--- src/rtl/imm_pack_pkg.sv ---
// imm_pack_pkg: imm_src format codes, per-format field masks and the packed-result record
package imm_pack_pkg;

    typedef enum logic [2:0] {
        IMM_I  = 3'b000,
        IMM_U  = 3'b001,
        IMM_S  = 3'b010,
        IMM_SH = 3'b011,
        IMM_J  = 3'b100
    } imm_src_e;

    localparam logic [24:0] IMM_MASK_I  = 25'h1FFF000;
    localparam logic [24:0] IMM_MASK_U  = 25'h1FFFFC0;
    localparam logic [24:0] IMM_MASK_S  = 25'h1FC003F;
    localparam logic [24:0] IMM_MASK_SH = 25'h1FFF03F;
    localparam logic [24:0] IMM_MASK_J  = 25'h1FFFFC0;

    typedef struct packed {
        logic [24:0] field;
        logic [24:0] mask;
        logic        err;
    } packed_imm_t;

    // True when v[31:b] are all copies of v[b], i.e. v sign-extends from bit b
    function automatic logic fits(input logic [31:0] v, input int b);
        logic [31:0] t;
        t = $signed(v) >>> b;
        return (t == '0) || (t == '1);
    endfunction

endpackage

--- src/rtl/imm_pack_field.sv ---
// imm_field_pack: combinational (src, v, w) -> (field, mask, err) immediate packer
module imm_field_pack
    import imm_pack_pkg::*;
(
    input  logic [2:0]  src,
    input  logic [31:0] v,
    input  logic [31:0] w,
    output logic [24:0] field,
    output logic [24:0] mask,
    output logic        err
);

    always_comb begin
        field = '0;
        mask  = '0;
        err   = 1'b1;
        case (src)
            IMM_I: begin
                field = {v[12:0], 12'b0};
                mask  = IMM_MASK_I;
                err   = !fits(v, 12);
            end
            IMM_U: begin
                field = {v[31:13], 6'b0};
                mask  = IMM_MASK_U;
                err   = v[12:0] != '0;
            end
            IMM_S: begin
                field = {v[12:6], 12'b0, v[5:0]};
                mask  = IMM_MASK_S;
                err   = !fits(v, 12);
            end
            IMM_SH: begin
                field = {w[12:6], v[5:0], 6'b0, w[5:0]};
                mask  = IMM_MASK_SH;
                err   = !fits(v, 5) || !fits(w, 12);
            end
            IMM_J: begin
                field = {v[18:0], 6'b0};
                mask  = IMM_MASK_J;
                err   = !fits(v, 18);
            end
            default: ;
        endcase
    end

endmodule

--- src/rtl/imm_pack.sv ---
// imm_pack: two-stage valid/ready pipeline packing 32-bit immediates into the 25-bit instruction field
module imm_pack
    import imm_pack_pkg::*;
#(
    parameter int ERR_CNT_W = 16
) (
    input  logic                 clk,
    input  logic                 rst,
    input  logic                 in_valid,
    output logic                 in_ready,
    input  logic [2:0]           in_src,
    input  logic [31:0]          in_val,
    input  logic [31:0]          in_val2,
    output logic                 out_valid,
    input  logic                 out_ready,
    output logic [24:0]          imm_field,
    output logic [24:0]          imm_mask,
    output logic                 range_err,
    output logic [ERR_CNT_W-1:0] err_cnt
);

    logic [24:0] pk_field, pk_mask;
    logic        pk_err;
    packed_imm_t pk, s1_q, s1_d, s2_q, s2_d;
    logic        s1_valid_q, s1_valid_d, out_valid_q, out_valid_d, s2_adv;
    logic [ERR_CNT_W-1:0] err_cnt_q, err_cnt_d;

    imm_field_pack u_pack (
        .src   (in_src),
        .v     (in_val),
        .w     (in_val2),
        .field (pk_field),
        .mask  (pk_mask),
        .err   (pk_err)
    );

    // Ready is masked during reset so no handshake can complete in that cycle
    always_comb begin
        pk          = '{field: pk_field, mask: pk_mask, err: pk_err};
        s2_adv      = !out_valid_q || out_ready;
        in_ready    = !rst && (!s1_valid_q || s2_adv);
        s1_valid_d  = in_ready ? in_valid : s1_valid_q;
        s1_d        = (in_ready && in_valid) ? pk : s1_q;
        out_valid_d = s2_adv ? s1_valid_q : out_valid_q;
        s2_d        = (s2_adv && s1_valid_q) ? s1_q : s2_q;
        err_cnt_d   = err_cnt_q + ERR_CNT_W'(out_valid_q && out_ready && s2_q.err && !(&err_cnt_q));
    end

    always_ff @(posedge clk) begin
        if (rst) begin
            s1_valid_q  <= 1'b0;
            out_valid_q <= 1'b0;
            s1_q        <= '0;
            s2_q        <= '0;
            err_cnt_q   <= '0;
        end else begin
            s1_valid_q  <= s1_valid_d;
            out_valid_q <= out_valid_d;
            s1_q        <= s1_d;
            s2_q        <= s2_d;
            err_cnt_q   <= err_cnt_d;
        end
    end

    assign out_valid = out_valid_q && !rst;
    assign imm_field = s2_q.field;
    assign imm_mask  = s2_q.mask;
    assign range_err = s2_q.err;
    assign err_cnt   = err_cnt_q;

endmodule
--- config.mk ---
export PLATFORM = sky130hd
export DESIGN_NAME = imm_pack
export DESIGN_NICKNAME = d
export VERILOG_FILES = /design/src/rtl/imm_pack_pkg.sv /design/src/rtl/imm_pack_field.sv /design/src/rtl/imm_pack.sv
export SDC_FILE = /design/constraint.sdc
export NUM_CORES = 1
export LEC_CHECK = 0
export BUFFER_PORTS_ARGS = -buffer_cell sky130_fd_sc_hd__buf_2
export CORE_MARGIN = 2
export CORE_UTILIZATION = 45
export DETAILED_ROUTE_END_ITERATION = 7
export MAX_ROUTING_LAYER = met4
export PLACE_DENSITY = 0.77
export SLEW_MARGIN = 20
export SYNTH_ARGS = -nofsm -noshare
export SYNTH_HDL_FRONTEND = slang
export SYNTH_SLANG_ARGS = --single-unit
export TNS_END_PERCENT = 20
--- constraint.sdc ---
create_clock -name clk -period 2.3 [get_ports clk]
set_clock_uncertainty 0.1 [all_clocks]
set_input_delay 0.69 -clock clk [delete_from_list [all_inputs] [get_ports clk]]
set_output_delay 0.69 -clock clk [all_outputs]
set_load 0.01 [all_outputs]
==> results.json, run 1 <==
{
  "status": "complete, no violations",
  "drc": 0,
  "start_util_pct": 45.7,
  "drtIter0Drc": 164,
  "cts_tree": "built",
  "vias": 3840,
  "hold_class": "flip-flop to flip-flop",
  "timing.rr.end": "err_cnt[4]$_SDFF_PP0_",
  "dpl.hpwl_um": 8180,
  "swShare_pct": 27.3,
  "io_pins": 140,
  "antenna_found_initial": 0,
  "cts-resized-gates": 0,
  "hold-worst-slack_ns": 0.353,
  "tightest_slew_ns": 0.447,
  "seq_power_share_pct": 52.8,
  "hold_violations": 0,
  "gp_congestion": 0.930,
  "start_kind": "input port",
  "crit_arrival_ns": 2.23,
  "instances_no_fill": 733,
  "yosysWarnings": 0,
  "grt_pass1_vias": 3554,
  "cp-startpoint": "in_val[17]",
  "crit_required_ns": 2.43,
  "rrSetupSlack_ns": 0.20,
  "crit_fanout": 2,
  "syn_avg_cell_area_um2": 7.99,
  "report.final.slew_viol_count": 0,
  "cts_root_buffer": "clkbuf_8",
  "grt_usage_pct": 22.0,
  "fin_nets": 694,
  "fmax_ghz": 0.476,
  "ant_nets": 0,
  "postSynthCellCount": 492,
  "grtUsageMet3_pct": 3.67,
  "design.core.area_um2": 8590,
  "cts_num_sinks": 78,
  "setup.worst_path.end": "s1_q[0]$_SDFFE_PP0P_",
  "finalCritPeriodShare_pct": 91.3,
  "setup_ws_ns": 0.200,
  "synth_edf_count": 0,
  "dieHeight_um": 97.5,
  "cts.htree.levels": 3,
  "path_clk_slew_ns": 0.08,
  "netlist_area_um2": 3930,
  "io_buffers": 139,
  "die_area_um2": 9500,
  "globalRouteMet2Util_pct": 34.7,
  "p_leak_nw": 2.07,
  "busiest_layer": "met2",
  "critical_path_class": "input port to flip-flop",
  "finalCriticalPeriod_ns": 2.10,
  "ys_ff_latch": 78,
  "r2r_start": "err_cnt[8]$_SDFF_PP0_",
  "grt_pass1_wl_um": 16800,
  "clkLatencyLatePin_ns": 0.35,
  "grt_max_degree": 45,
  "synth_cell_types": 43,
  "timing.max_cap.violations": 0,
  "via_per_inst": 5.24,
  "post-cts-setup-buffers": 0,
  "place_inst": 717,
  "clockBufferDepth": 2,
  "synth_fp_nets": 566,
  "crit_path_end_kind": "flip-flop",
  "drive_gt1_share_pct": 31.2,
  "dp_slack_ns": -0.154,
  "drt-pass1-iter-count": 4,
  "r2r_cells": 8,
  "core.rowCount": 34,
  "die_w_um": 97.5,
  "pwr-share-comb_pct": 14.2,
  "grt.overflow.total": 0,
  "cts_hold_buffers": 0,
  "synth-main-ff-cell": "dfxtp_1",
  "numCtsBuffers": 9,
  "n_antenna_cell": 0,
  "p_clk_share_pct": 33.0,
  "met1_usage_pct": 28.9,
  "setup_violations": 0,
  "rsz0062_at_grt": "false",
  "switching_power_w": 0.000726,
  "ir_drop_v": 0.000239,
  "area_growth_pct": 22.8,
  "wirelength_um": 10300,
  "wire_per_inst_um": 14.0,
  "slew_headroom_pct": 70.2,
  "intPower_w": 0.00193,
  "synth-seq-area-share_pct": 39.7,
  "async_flop_share_pct": 0,
  "power_density_nw_per_um2": 550
}
-- metrics by stage --
stage / instance area (um2) / util (%) / setup TNS (ns) / total power (W)
global route: 4830 / 56.2 / 0 / 0.00278
detailed placement: 4660 / 54.2 / -0.154 / 0.00181
CTS: 4820 / 56.1 / 0 / 0.00269
floorplan: 3930 / - / 0 / 0.00165
finish: 4830 / 56.2 / 0 / 0.00266
global placement: 4660 / 54.2 / -0.142 / 0.00180
-- worst max-delay path, stage by stage --
cell	delay (ns)
buf_2	0.11
or4_4	0.53
or4_1	0.51
a2bb2oi_1	0.15
o211ai_2	0.15
a31oi_1	0.10
-- registers in the layout, summed over array words and instances, names as in the netlist --
name         flops
err_cnt         16
imm_field       25
imm_mask         4
out_valid_q      1
range_err        1
s1_q            30
s1_valid_q       1
-- layout by cell type (no fill, tap or decap), drive strengths merged, types with 3 or more instances in the layout --
master	count
nor4	11
o21ai	4
ha	3
a22oi	11
clkbuf	10
nand2	87
nand3	7
nor2	49
inv	3
nor2b	11
nor3	10
and2	4
mux2i	7
or4	5
xor2	10
dfxtp	78
a211oi	21
mux2	7
nand4	19
xnor2	4
or3	12
clkinv	4
buf	170
a21oi	62
-- power by group through the flow --
stage	logic, W	clock network, W	registers [W]
6_report	0.000376	0.000877	0.00140
5_1_grt	0.000415	0.000961	0.00141
4_1_cts	0.000375	0.000906	0.00140
3_5_place_dp	0.000375	0	0.00144
3_3_place_gp	0.000366	0	0.00143
2_1_floorplan	0.000213	0	0.00144
-- routing by layer --
| layer | share of wire [%] | wire length [um] |
|---|---|---|
| met5 | 0 | 0 |
| met4 | 1.4 | 147 |
| met3 | 5.4 | 554 |
| met2 | 47 | 4820 |
| met1 | 46 | 4760 |
-- how the worst min path moves through the flow --
stage | startpoint | to | slack (ns) | cells past startpoint
after floorplan | s1_q[12]$_SDFFE_PP0P_ | s1_q[12]$_SDFFE_PP0P_ | 0.33 | 2
final | imm_field[24]$_SDFFE_PP0P_ | imm_field[24]$_SDFFE_PP0P_ | 0.35 | 2
after CTS | s1_q[32]$_SDFFE_PP0P_ | imm_field[6]$_SDFFE_PP0P_ | 0.35 | 2
after global routing | s1_q[32]$_SDFFE_PP0P_ | imm_field[6]$_SDFFE_PP0P_ | 0.36 | 2
after detailed placement | imm_field[5]$_SDFFE_PP0P_ | imm_field[5]$_SDFFE_PP0P_ | 0.35 | 2
after global placement | s1_q[33]$_SDFFE_PP0P_ | imm_field[7]$_SDFFE_PP0P_ | 0.34 | 2
-- synth_stat cells, types with 4 or more instances --
cell type | number | share of area, %
a211oi_1 | 21 | 4.0
nand2_1 | 87 | 8.3
xnor2_1 | 4 | 0.89
mux2i_1 | 7 | 1.8
nor2_1 | 48 | 4.6
nand4_1 | 19 | 3.0
a21oi_1 | 62 | 7.9
xor2_1 | 10 | 2.2
mux2_1 | 7 | 2.0
nor3_1 | 10 | 1.3
or3_1 | 12 | 1.9
nor2b_1 | 11 | 1.8
nor4_1 | 10 | 1.6
buf_4 | 22 | 4.2
nand3_1 | 7 | 0.89
and2_1 | 4 | 0.64
a22oi_1 | 11 | 2.1
or4_1 | 4 | 0.76
clkbuf_1 | 22 | 2.1
buf_8 | 5 | 1.9
dfxtp_1 | 78 | 40
-- area by class of cell --
type,instances,area (um2)
clock buffer,10,128
clock inverter,6,38.8
fill,859,3770
inverter,3,11.3
multi-input combinational,358,2020
sequential,78,1560
tap,108,135
timing repair buffer,170,928
-- cell families (layout without fill, tap and decap cells) --
family	count (synthesis)	count (layout)	synth area share [%]
DFF	78	78	39.7
buffers and inverters	56	189	8.94
and+or+nand+nor	222	222	27.3
adders and majority gates	3	3	0.955
xor gates and xnor gates	14	14	3.12
AOI/OAI and AO/OA	105	105	16.2
muxes	14	14	3.79
(Power assumes the default switching activity.)
==> inputs of run 2 (changes only) <==
Settings changed: CORE_UTILIZATION 45 to 25, PLACE_DENSITY 0.77 to 0.48.
==> run 2 against run 1 <==
  * Hold slack worse by 0.0067 ns
  * Clock power rose by 79%
  * Sequential share of layout area down 1.9 points
  * Via count grew 0.52%
  * Cell count grew 14%
  * First-iteration DRC count rose by 0.61%
  * Design area rose by 6.1%
  * Critical path type is now flip-flop to flip-flop
  * Largest cell class unchanged
  * Largest power group is now the clock network
==> results.json, run 2 (synthesis results as in run 1) <==
{
  "status": "complete, no violations",
  "gp_congestion": 0.893,
  "cts.htree.levels": 3,
  "report.final.slew_viol_count": 0,
  "drc": 0,
  "wl_met3_um": 634,
  "finalCritPeriodShare_pct": 93.6,
  "grt_pass1_wl_um": 18500,
  "hold_class": "flip-flop to flip-flop",
  "wire_per_inst_um": 13.8,
  "wl_met1_um": 5510,
  "cts_hold_buffers": 0,
  "cts_tree": "built",
  "grt_pass1_vias": 3641,
  "grt.overflow.total": 0,
  "design.core.area_um2": 15300,
  "n_antenna_cell": 0,
  "register_area_um2": 1560,
  "area_growth_pct": 30.3,
  "num-fill-cells": 1637,
  "ant_nets": 0,
  "die_area_um2": 16700,
  "finalCriticalPeriod_ns": 2.15,
  "dieHeight_um": 129,
  "power_density_nw_per_um2": 654,
  "via_per_inst": 4.62,
  "post-cts-setup-buffers": 0,
  "dpl.hpwl_um": 9070,
  "crit_required_ns": 2.42,
  "rsz0062_at_grt": "false",
  "cp_slowest_cell": "dfxtp_1",
  "setup_tns_ns": 0,
  "layout_commonest_cell": "buf_2",
  "grt_max_degree": 62,
  "drtIter0Drc": 165,
  "die_w_um": 129,
  "multi_input_area_um2": 2020,
  "instances_no_fill": 835,
  "io_pins": 140,
  "cts_num_sinks": 78,
  "drt-pass1-iter-count": 4,
  "io_buffers": 139,
  "hold-worst-slack_ns": 0.346,
  "tightest_slew_ns": 0.616,
  "core.rowCount": 45,
  "fin_nets": 693,
  "place_inst": 819,
  "drive_gt1_share_pct": 30.9,
  "crit_buf_inv": 0,
  "antenna_found_initial": 0,
  "wirelength_um": 11500,
  "p_leak_nw": 2.15,
  "setup_violations": 0,
  "critical_path_class": "flip-flop to flip-flop",
  "start_util_pct": 25.8,
  "setup_ws_ns": 0.146,
  "hold_violations": 0,
  "largest_reg_flops": 30,
  "top_layer": "met4",
  "crit_path_end_kind": "flip-flop",
  "path_cells": "nand4_1 > nor2_1 > nand4_1 > o2111a_1 > ha_1 > ha_1 > nand3_1 > xor2_1 > nor2_1",
  "met2_length_um": 5250,
  "numCtsBuffers": 9,
  "ir_drop_v": 0.000292,
  "path_clk_slew_ns": 0.07,
  "slew_headroom_pct": 58.9,
  "cpPeakStageDelay_ns": 0.41,
  "crit_fanout": 5,
  "timing.max_cap.violations": 0,
  "clkLatencyLatePin_ns": 0.34,
  "start_kind": "flip-flop",
  "crit_arrival_ns": 2.28,
  "cp_top_family": "simple AND/OR/NAND/NOR gates",
  "dp_slack_ns": -0.168,
  "fmax_ghz": 0.464,
  "grt_usage_pct": 14.4,
  "vias": 3860,
  "largest-register": "s1_q",
  "layout_common_cells": "139 x buf_2, 87 x nand2_1, 78 x dfxtp_1, 62 x a21oi_1, 48 x nor2_1",
  "cts-resized-gates": 0,
  "clockBufferDepth": 2,
  "cts_root_buffer": "clkbuf_16"
}
[run 2: area by class of cell]
type	instances	share of cell area, %
Clock inverter	7	2.08
Timing Repair Buffer	169	18.2
Clock buffer	9	4.40
Sequential cell	78	30.5
Tap cell	211	5.15
Multi-Input combinational cell	358	39.4
Inverter	3	0.220
[run 2: metrics by stage]
stage	total power, W	utilization [%]	cell area [um2]
2_1_floorplan	0.00165	-	3930
3_3_place_gp	0.00181	31.4	4790
3_5_place_dp	0.00182	31.4	4790
4_1_cts	0.00341	33.6	5120
6_report	0.00335	33.6	5120
5_1_grt	0.00351	33.6	5120
[run 2: where the power goes]
group          internal [W]  switching (W)  leakage (nW)
Sequential          0.00139      0.0000204         0.633
Clock              0.000967       0.000598         0.162
Combinational      0.000158       0.000223          1.35
[run 2: worst paths after layout]
kind	slack (ns)	startpoint	cells after the start	endpoint
max reg2reg	0.15	err_cnt[5]$_SDFF_PP0_	9	err_cnt[4]$_SDFF_PP0_
min reg2reg	0.35	s1_q[49]$_SDFFE_PP0P_	2	imm_field[23]$_SDFFE_PP0P_
min	0.35	s1_q[49]$_SDFFE_PP0P_	2	imm_field[23]$_SDFFE_PP0P_
max	0.15	err_cnt[5]$_SDFF_PP0_	9	err_cnt[4]$_SDFF_PP0_
[run 2: routing by layer]
layer	vias to the layer above	track usage, %
met3	7	3.01
met5	-	-
met4	0	3.84
met1	1750	18.9
li1	1972	-
met2	131	22.5
[run 2: worst register-to-register path, cell delays in order (launching register included)]
cell      delay (ns)
dfxtp_1         0.41
nand4_1         0.16
nor2_1          0.20
nand4_1         0.11
o2111a_1        0.25
ha_1            0.22
ha_1            0.26
nand3_1         0.13
xor2_1          0.16
nor2_1          0.05
